$ cat src/rtl/pwr_amp_sequencer_if.sv
// Host/pin bundle for the motor-power sequencer: command strobes, relay and
// supply feedback, and the registered drive/status outputs.
interface pwr_amp_sequencer_if #(
  parameter int NUM_AXES = 4
);
  logic                tick;
  logic                start;
  logic [NUM_AXES-1:0] axis_mask;
  logic                stop;
  logic                clr_err;
  logic                trip;
  logic                relay_fb_n;
  logic                mv_good;
  logic                relay_on;
  logic                pwr_enable;
  logic [NUM_AXES-1:0] amp_enable;
  logic [2:0]          state;
  logic                busy;
  logic                err;
  logic [1:0]          err_code;

  // Host / board side: drives commands and feedback, observes outputs.
  modport master (
    output tick, start, axis_mask, stop, clr_err, trip, relay_fb_n, mv_good,
    input  relay_on, pwr_enable, amp_enable, state, busy, err, err_code
  );

  // Sequencer side.
  modport slave (
    input  tick, start, axis_mask, stop, clr_err, trip, relay_fb_n, mv_good,
    output relay_on, pwr_enable, amp_enable, state, busy, err, err_code
  );
endinterface

$ cat src/rtl/pwr_amp_sequencer.sv
// Motor-power sequencer: closes the safety relay, enables the motor supply,
// waits for mv_good to settle, then enables amplifiers one axis at a time.
// Any trip drops every drive output on the same edge and latches an error
// code until the host clears it.
module pwr_amp_sequencer #(
  parameter int NUM_AXES      = 4,
  parameter int RELAY_TIMEOUT = 192,
  parameter int MV_TIMEOUT    = 3840,
  parameter int SETTLE_TICKS  = 7680,
  parameter int STAGGER_TICKS = 96
) (
  input  logic               sysclk,
  input  logic               reset,
  pwr_amp_sequencer_if.slave bus
);

  localparam int IDX_W = (NUM_AXES > 1) ? $clog2(NUM_AXES) : 1;
  localparam logic [15:0]      C_RELAY_TO = 16'(RELAY_TIMEOUT);
  localparam logic [15:0]      C_MV_TO    = 16'(MV_TIMEOUT);
  localparam logic [15:0]      C_SETTLE   = 16'(SETTLE_TICKS);
  localparam logic [15:0]      C_STAGGER  = 16'(STAGGER_TICKS);
  localparam logic [IDX_W-1:0] C_LAST_IDX = IDX_W'(NUM_AXES - 1);

  typedef enum logic [2:0] {
    S_IDLE     = 3'd0,
    S_RELAY    = 3'd1,
    S_POWER    = 3'd2,
    S_SETTLE   = 3'd3,
    S_ENABLE   = 3'd4,
    S_RUN      = 3'd5,
    S_SHUTDOWN = 3'd6,
    S_FAULT    = 3'd7
  } state_t;

  state_t              r_state, w_state_nxt;
  logic [15:0]         r_cnt;
  logic [IDX_W-1:0]    r_idx, w_idx_nxt;
  logic [NUM_AXES-1:0] r_mask, w_mask_nxt;
  logic [NUM_AXES-1:0] r_amp, w_amp_nxt;
  logic                r_relay, w_relay_nxt;
  logic                r_pwr, w_pwr_nxt;
  logic [1:0]          r_code, w_code_nxt;
  logic                r_busy, r_err;
  logic                w_step;
  logic                w_mv_lost;
  logic                w_timeout;
  logic [1:0]          w_to_code;

  // Next-state and next-output decode; trip beats mv loss beats timeout beats stop.
  always_comb begin
    w_state_nxt = r_state;
    w_idx_nxt   = r_idx;
    w_mask_nxt  = r_mask;
    w_amp_nxt   = r_amp;
    w_relay_nxt = r_relay;
    w_pwr_nxt   = r_pwr;
    w_code_nxt  = r_code;
    w_step      = 1'b0;
    w_mv_lost   = 1'b0;
    w_timeout   = 1'b0;
    w_to_code   = 2'd0;
    case (r_state)
      S_IDLE: begin
        if (bus.start && (bus.axis_mask != '0)) begin
          w_mask_nxt  = bus.axis_mask;
          w_relay_nxt = 1'b1;
          w_state_nxt = S_RELAY;
        end
      end
      S_FAULT: begin
        if (bus.clr_err) w_state_nxt = S_IDLE;
      end
      default: begin
        w_mv_lost = ((r_state == S_SETTLE) || (r_state == S_ENABLE) ||
                     (r_state == S_RUN)) && !bus.mv_good;
        if ((r_state == S_RELAY) && (r_cnt >= C_RELAY_TO)) begin
          w_timeout = 1'b1;
          w_to_code = 2'd1;
        end
        if ((r_state == S_POWER) && (r_cnt >= C_MV_TO)) begin
          w_timeout = 1'b1;
          w_to_code = 2'd2;
        end
        if (bus.trip || w_mv_lost || w_timeout) begin
          w_state_nxt = S_FAULT;
          w_relay_nxt = 1'b0;
          w_pwr_nxt   = 1'b0;
          w_amp_nxt   = '0;
          w_code_nxt  = bus.trip ? 2'd0 : (w_mv_lost ? 2'd3 : w_to_code);
        end else if (bus.stop && (r_state != S_SHUTDOWN)) begin
          // Amps drop first; supply and relay follow after the stagger delay.
          w_state_nxt = S_SHUTDOWN;
          w_amp_nxt   = '0;
        end else begin
          case (r_state)
            S_RELAY: begin
              if (!bus.relay_fb_n) begin
                w_pwr_nxt   = 1'b1;
                w_state_nxt = S_POWER;
              end
            end
            S_POWER: begin
              if (bus.mv_good) w_state_nxt = S_SETTLE;
            end
            S_SETTLE: begin
              if (r_cnt >= C_SETTLE) begin
                w_idx_nxt   = '0;
                w_state_nxt = S_ENABLE;
              end
            end
            S_ENABLE: begin
              // Enabling an axis restarts the stagger wait; masked-off axes pass in one cycle.
              if (r_mask[r_idx] && !r_amp[r_idx]) begin
                w_amp_nxt[r_idx] = 1'b1;
                w_step           = 1'b1;
              end else if (!r_mask[r_idx] || (r_cnt >= C_STAGGER)) begin
                w_step = 1'b1;
                if (r_idx == C_LAST_IDX) w_state_nxt = S_RUN;
                else                     w_idx_nxt   = r_idx + 1'b1;
              end
            end
            S_SHUTDOWN: begin
              if (r_cnt >= C_STAGGER) begin
                w_pwr_nxt   = 1'b0;
                w_relay_nxt = 1'b0;
                w_state_nxt = S_IDLE;
              end
            end
            default: ;
          endcase
        end
      end
    endcase
  end

  // State, tick counter and registered outputs.
  always_ff @(posedge sysclk or negedge reset) begin
    if (!reset) begin
      r_state <= S_IDLE;
      r_cnt   <= '0;
      r_idx   <= '0;
      r_mask  <= '0;
      r_amp   <= '0;
      r_relay <= 1'b0;
      r_pwr   <= 1'b0;
      r_code  <= 2'd0;
      r_busy  <= 1'b0;
      r_err   <= 1'b0;
    end else begin
      r_state <= w_state_nxt;
      if ((w_state_nxt != r_state) || w_step) r_cnt <= '0;
      else if (bus.tick)                      r_cnt <= r_cnt + 16'd1;
      r_idx   <= w_idx_nxt;
      r_mask  <= w_mask_nxt;
      r_amp   <= w_amp_nxt;
      r_relay <= w_relay_nxt;
      r_pwr   <= w_pwr_nxt;
      r_code  <= w_code_nxt;
      r_busy  <= (w_state_nxt inside {S_RELAY, S_POWER, S_SETTLE, S_ENABLE, S_SHUTDOWN});
      r_err   <= (w_state_nxt == S_FAULT);
    end
  end

  assign bus.relay_on   = r_relay;
  assign bus.pwr_enable = r_pwr;
  assign bus.amp_enable = r_amp;
  assign bus.state      = r_state;
  assign bus.busy       = r_busy;
  assign bus.err        = r_err;
  assign bus.err_code   = r_code;

endmodule
$ cat src/flat_wrapper.sv
// flat-port wrapper written by rule: the top's interface ports become plain ports
module pwr_amp_sequencer_flat 
#(
  parameter int NUM_AXES      = 4,
  parameter int RELAY_TIMEOUT = 192,
  parameter int MV_TIMEOUT    = 3840,
  parameter int SETTLE_TICKS  = 7680,
  parameter int STAGGER_TICKS = 96
)
  (sysclk, reset, bus_tick, bus_start, bus_axis_mask, bus_stop, bus_clr_err, bus_trip, bus_relay_fb_n, bus_mv_good, bus_relay_on, bus_pwr_enable, bus_amp_enable, bus_state, bus_busy, bus_err, bus_err_code);
  pwr_amp_sequencer_if #(.NUM_AXES(NUM_AXES)) bus_i ();
  input  logic sysclk;
  input  logic reset;
  input wire logic [$bits(bus_i.tick)-1:0] bus_tick;
  input wire logic [$bits(bus_i.start)-1:0] bus_start;
  input wire logic [$bits(bus_i.axis_mask)-1:0] bus_axis_mask;
  input wire logic [$bits(bus_i.stop)-1:0] bus_stop;
  input wire logic [$bits(bus_i.clr_err)-1:0] bus_clr_err;
  input wire logic [$bits(bus_i.trip)-1:0] bus_trip;
  input wire logic [$bits(bus_i.relay_fb_n)-1:0] bus_relay_fb_n;
  input wire logic [$bits(bus_i.mv_good)-1:0] bus_mv_good;
  output wire logic [$bits(bus_i.relay_on)-1:0] bus_relay_on;
  output wire logic [$bits(bus_i.pwr_enable)-1:0] bus_pwr_enable;
  output wire logic [$bits(bus_i.amp_enable)-1:0] bus_amp_enable;
  output wire logic [$bits(bus_i.state)-1:0] bus_state;
  output wire logic [$bits(bus_i.busy)-1:0] bus_busy;
  output wire logic [$bits(bus_i.err)-1:0] bus_err;
  output wire logic [$bits(bus_i.err_code)-1:0] bus_err_code;
  assign bus_i.tick = bus_tick;
  assign bus_i.start = bus_start;
  assign bus_i.axis_mask = bus_axis_mask;
  assign bus_i.stop = bus_stop;
  assign bus_i.clr_err = bus_clr_err;
  assign bus_i.trip = bus_trip;
  assign bus_i.relay_fb_n = bus_relay_fb_n;
  assign bus_i.mv_good = bus_mv_good;
  assign bus_relay_on = bus_i.relay_on;
  assign bus_pwr_enable = bus_i.pwr_enable;
  assign bus_amp_enable = bus_i.amp_enable;
  assign bus_state = bus_i.state;
  assign bus_busy = bus_i.busy;
  assign bus_err = bus_i.err;
  assign bus_err_code = bus_i.err_code;
  pwr_amp_sequencer #(.NUM_AXES(NUM_AXES), .RELAY_TIMEOUT(RELAY_TIMEOUT), .MV_TIMEOUT(MV_TIMEOUT), .SETTLE_TICKS(SETTLE_TICKS), .STAGGER_TICKS(STAGGER_TICKS)) u_core (.sysclk(sysclk), .reset(reset), .bus(bus_i));
endmodule
$ cat config.mk
export PLATFORM = sky130hd
export DESIGN_NAME = pwr_amp_sequencer_flat
export DESIGN_NICKNAME = d
export VERILOG_FILES = /design/src/rtl/pwr_amp_sequencer_if.sv /design/src/rtl/pwr_amp_sequencer.sv /design/src/flat_wrapper.sv
export SDC_FILE = /design/constraint.sdc
export NUM_CORES = 1
export LEC_CHECK = 0
export CAP_MARGIN = 10
export CORE_ASPECT_RATIO = 0.6
export CORE_MARGIN = 4
export CORE_UTILIZATION = 50
export DETAILED_ROUTE_END_ITERATION = 6
export GPL_TIMING_DRIVEN = 0
export PLACE_DENSITY = 0.79
export SLEW_MARGIN = 20
export SYNTH_ARGS = -nofsm -noshare
export SYNTH_HDL_FRONTEND = slang
export SYNTH_SLANG_ARGS = --single-unit
export TNS_END_PERCENT = 1
$ cat constraint.sdc
create_clock -name sysclk -period 5.95 [get_ports sysclk]
set_input_delay 1.19 -clock sysclk [delete_from_list [all_inputs] [get_ports sysclk]]
set_output_delay 1.19 -clock sysclk [all_outputs]
set_load 0.02 [all_outputs]
[Yosys cells after proc, flatten, opt, wreduce, memory -nomap -nowiden]
Cells that the tools add are included.
Widths: inputs -> output; s select.
Storage, ports and cells
  input port bits: 13
  logic and storage cells: 134
  flip-flop bits (word level): 35
Cells by class
  order comparisons: 6
  bitwise operators: 5
  add/subtract/negate cells: 2
  reduce and logical (&&, ||, !) cells: 33
  equal/unequal tests: 25
  mux-type cells: 53
Operators by type and width (count)
  $mux 3: 11
  $mux 16: 2
  $eq 3x3->1 const B: 7
  $mux 1: 21
  $add 16x1->16 const B: 1
  $ge 16x12->1 const B: 1
  $ge 16x13->1 const B: 1
  $ge 16x7->1 const B: 1
  $ge 16x8->1 const B: 1
  $mux 4: 4
  $pmux 3 s5: 1
  $reduce_bool 3->1: 5
  $mux 2: 7
  $eq 3x2->1 const B: 4
  $reduce_and 5->1: 2
  $ne 2x2->1 const B: 4
  $reduce_and 8->1: 1
  $logic_and 1x1->1: 7
  $eq 3x1->1 const B: 2
  $logic_or 1x1->1: 6
  $ne 3x3->1 const B: 2
  $pmux 3 s2: 1
  $reduce_bool 5->1: 1
  $bmux 1 s2: 2
  other kinds (20): 29

[Depth between registers and ports, before layout]
  depth after elaboration: 13
  mapped depth: 10
  mapped depth without buffers: 8

[Least setup slack after synthesis]
No wires, ideal clock.
  kind: input to register
  from: input bus_stop
  to: register u_core.r_cnt[10]
  arrival time: 2.864 ns
  data required time: 5.827 ns
  path slack: 2.963 ns
  setup time: 0.123 ns
  stages: 9
  cells stage by stage: clkbuf_1 > nand2b_1 > a21oi_1 > o21bai_1 > or4b_4 > and3_4 > mux2i_4 > buf_6 > nor3_2
On the way
  longest elaborated chain between the ends: 7
Ends and longest elaborated chain
  start: declaration: line flat_wrapper.sv:17  | input wire logic [$bits(bus_i.stop)-1:0] bus_stop;
  $logic_and 1x1->1 (*): line pwr_amp_sequencer.sv:90  | end else if (bus.stop && (r_state != S_SHUTDOWN)) begin
  $mux 3 (*): line pwr_amp_sequencer.sv:90
  $mux 3 (*): line pwr_amp_sequencer.sv:84  | if (bus.trip || w_mv_lost || w_timeout) begin
  $pmux 3 s2 (*): line pwr_amp_sequencer.sv:62  | case (r_state)
  net u_core.w_state_nxt[0]: line pwr_amp_sequencer.sv:35  | state_t r_state, w_state_nxt;
  $ne 3x3->1 (*): line pwr_amp_sequencer.sv:151  | if ((w_state_nxt != r_state) || w_step) r_cnt <= '0;
  $logic_or 1x1->1 (*): line pwr_amp_sequencer.sv:151
  $mux 16 / $reduce_bool 2->1 (equally long branches)
  end signal: assignment: line pwr_amp_sequencer.sv:152  | else if (bus.tick) r_cnt <= r_cnt + 16'd1;
  end: declaration: line pwr_amp_sequencer.sv:36  | logic [15:0] r_cnt;
The timed path passes the listed nets; every way through them passes the cells marked *.
A chain may end at the register's enable or synchronous reset.

[Final worst setup path]
  from: input bus_mv_good
  to: register u_core.r_cnt[7]
On the way
  longest elaborated chain between the ends: 9
Ends and longest elaborated chain
  start: declaration: line flat_wrapper.sv:21  | input wire logic [$bits(bus_i.mv_good)-1:0] bus_mv_good;
  branches (longest 4 deep; another with $pmux 3 s5)
  $mux 3 (*): line pwr_amp_sequencer.sv:84
  $pmux 3 s2 (*): line pwr_amp_sequencer.sv:62
  net u_core.w_state_nxt[1]: line pwr_amp_sequencer.sv:35
  $ne 3x3->1 (*): line pwr_amp_sequencer.sv:151
  $logic_or 1x1->1 (*): line pwr_amp_sequencer.sv:151
  $mux 16 / $reduce_bool 2->1 (equally long branches)
Mark *: on every way through the listed nets, which the timed path passes.

==> results by group <==
Run status
  – Status: finished, final reports clean

Hold path
  – Worst hold path type: flip-flop to flip-flop
  – Hold path depth: 1
  – Hold Startpoint: u_core.r_mask[1]
  – Worst Hold Endpoint: u_core.r_mask[1]

Global route
  – Remaining global-route overflow: 0
  – Largest net degree at the start of global routing: 22
  – Overall Global Routing Usage: 0.182
  – Vias in the first global route: 1,539
  – Initial antenna violation count: 0
  – Global-route wire length before repair: 7.74 mm

Synth
  – Ranking of synthesized cells by area: dfrtp_1, nor3_2, nor2_1, xor2_1, ha_1
  – Syn Nets: 242
  – Top cells by count, synth: dfrtp_1, nor2_1, nand2_1
  – Synth warn: 0
  – Mapped Area: 2170 sq um
  – Post-synth top area share: 0.404
  – Share of flip-flops with an asynchronous set or reset: 1.00
  – Mapped Cells: 223
  – Sequential-to-total area share from yosys stat: 0.404
  – Post-synth cell types: 49
  – Post-synthesis average cell area: 9.72 sq um
  – Synth area leader: dfrtp_1
  – Flops & latches, synth: 35
  – Most common cell in the netlist: dfrtp_1
  – Post-synth EDFFs: 0
  – Prevailing post-synth register cell: dfrtp_1

Critical path
  – R2r setup slk: 2870 ps
  – Type of the worst setup path: input pin to flip-flop
  – Req. time, crit path: 6160 ps
  – Crit-path max cell delay: 520 ps
  – WP buf/inv: 3
  – Crit path cell chain: clkdlybuf4s50_1, o2111ai_1, buf_2, o31a_1, xnor2_2, o2111ai_2, buf_4, nor3_2
  – Critical R2R Capture: u_core.r_cnt[7]
  – Crit-path leading delay family: buffers and inverters
  – CP endpoint kind: flip-flop
  – Worst Setup Start Kind: input pin
  – Worst-path fanout max: 10
  – Reg-to-Reg Start: u_core.r_cnt[12]
  – R2R cell count: 9
  – Worst Path Arrival: 3290 ps
  – Slowest CP cell: clkdlybuf4s50_1

Finish
  – Layout area overhead: 19.7%
  – # diodes: 0
  – FILL cells: 371
  – Nets: 273
  – Layout cells sized above 1: 0.157
  – Non-Filler Instances: 315

Clocking
  – CTS resizes: 0
  – Clk root buf: clkbuf_8
  – Clk sinks: 35
  – Postcts setup bufs: 0
  – Hold buffers post-CTS: 0
  – Num CTS Buffers: 5
  – CTS tree: done
  – Longest Clk Path Bufs: 2
  – Clock Latency Late Sink: 280 ps
  – H-tree Lvls: 2
  – Clock transition at the registers of the reported paths: 70 ps

Floorplanning
  – # IOs: 26
  – Core Region: 4140 sq um
  – Die Wd: 93.0 um
  – Initial core utilization: 0.523
  – FP Rows: 18
  – Die Area: 5490 sq um
  – Die Height: 59.0 um

Timing
  – Endpoints failing setup: 0
  – Fin. Hold Viols: 0
  – Pins Over Slew Limit: 0
  – Fin crit share: 0.518
  – RSZ-0062 raised after global routing: no
  – Rel. slew slack: 0.550
  – Worst setup margin: 2870 ps
  – Setup TNS: 0 ps
  – Worst Max-Slew Pin Slew: 669 ps
  – Post-route minimum period: 3080 ps
  – Clk_skew: 4.78 ps
  – Max frequency: 0.324 GHz

Power
  – P per Cell Area: 372 nW/um^2
  – Static Leak: 1.05 nW
  – VDD IR max: 199 uV

Place
  – Hpwl dp: 3.58 mm
  – Placed Cells: 307
  – Routability Congestion: 0.944
  – Buffers added on ports: 23
  – Place WS: 2560 ps

Routing
  – Wire length per cell: 14.6 um
  – Initial drt markers: 140
  – Vias per Instance: 5.64
  – ANT nets after route: 0
  – Pre-Repair DR Iteration Count: 4
  – DRC viols: 0
  – Final wirelength: 4.61 mm
  – Vias: 1,778

Flow run
  – Max-cap viol count: 0
[layout make-up]
class	instances	area, sq um	area share
Clock buffer	8	100	0.0386
Inverter	7	26.3	0.0101
Buffer	11	61.3	0.0236
Timing Repair Buffer	24	253	0.0973
Multi-Input combinational cell	170	1200	0.464
Tap cell	60	75.1	0.0289
Sequential cell	35	876	0.337
[cell families (layout without fill, tap and decap cells)]
logic type      after synthesis  in the layout  synth area share
fa+ha+maj                     6              6            0.0346
buf+inv                      18             50            0.0404
mux                           9              9            0.0617
simple gates                 95             95             0.246
xor+xnor                     16             16            0.0681
compound gates               44             44             0.145
flops                        35             35             0.404
[routing by layer]
layer | track usage | wire, um | up-vias
met1 | 0.293 | 2410 | 849
met5 | 0 | 0 | -
met3 | 0.0431 | 335 | 4
met4 | 0.0376 | 38 | 0
met2 | 0.245 | 1820 | 59
li1 | - | - | 866
[layout by cell type (no fill, tap or decap), drive strengths merged, types with 6 or more instances in the layout]
cell and instances:
o21ai 6, ha 6, nand2 18, buf 6, nor2 21, nand3 9, clkdlybuf4s50 22, dfrtp 35
a21oi 14, nor3 22, inv 7, clkbuf 15, xor2 9, xnor2 7
[worst max-delay path by stage]
stage,from,endpoint,slack (ps),cells after the start
floorplan,bus_stop,u_core.r_cnt[10],2960,9
global placement,bus_mv_good,u_core.r_cnt[13],2610,8
finish,bus_mv_good,u_core.r_cnt[7],2870,8
global route,bus_trip,u_core.r_cnt[7],2700,9
detailed placement,bus_trip,u_core.r_cnt[7],2560,9
CTS,bus_trip,u_core.r_cnt[7],2870,9
[report_power, final]
| part | switching [W] | internal, W | total, W |
|---|---|---|---|
| clock network | 0.0000808 | 0.000106 | 0.000186 |
| registers | 0.0000347 | 0.000280 | 0.000314 |
| logic | 0.000276 | 0.000189 | 0.000465 |
[stage by stage]
stage / total power, W / utilization / hold WS [ps] / cell area [sq um]
3_5_place_dp: 0.000783 / 0.602 / 499 / 2500
3_3_place_gp: 0.000773 / 0.597 / 492 / 2470
4_1_cts: 0.000970 / 0.627 / 514 / 2600
6_report: 0.000965 / 0.627 / 516 / 2600
5_1_grt: 0.00103 / 0.627 / 527 / 2600
2_1_floorplan: 0.000646 / - / 475 / 2170
[state kept, by name, indices dropped and copies added (netlist names)]
| name | count |
|---|---|
| u_core.bus.busy | 1 |
| u_core.bus.err_code | 2 |
| u_core.bus.pwr_enable | 1 |
| u_core.bus.state | 3 |
| u_core.bus.amp_enable | 4 |
| u_core.bus.relay_on | 1 |
| u_core.r_idx | 2 |
| u_core.r_mask | 4 |
| u_core.r_cnt | 16 |
| u_core.bus.err | 1 |
No activity file was read; power rests on OpenSTA's default activity.
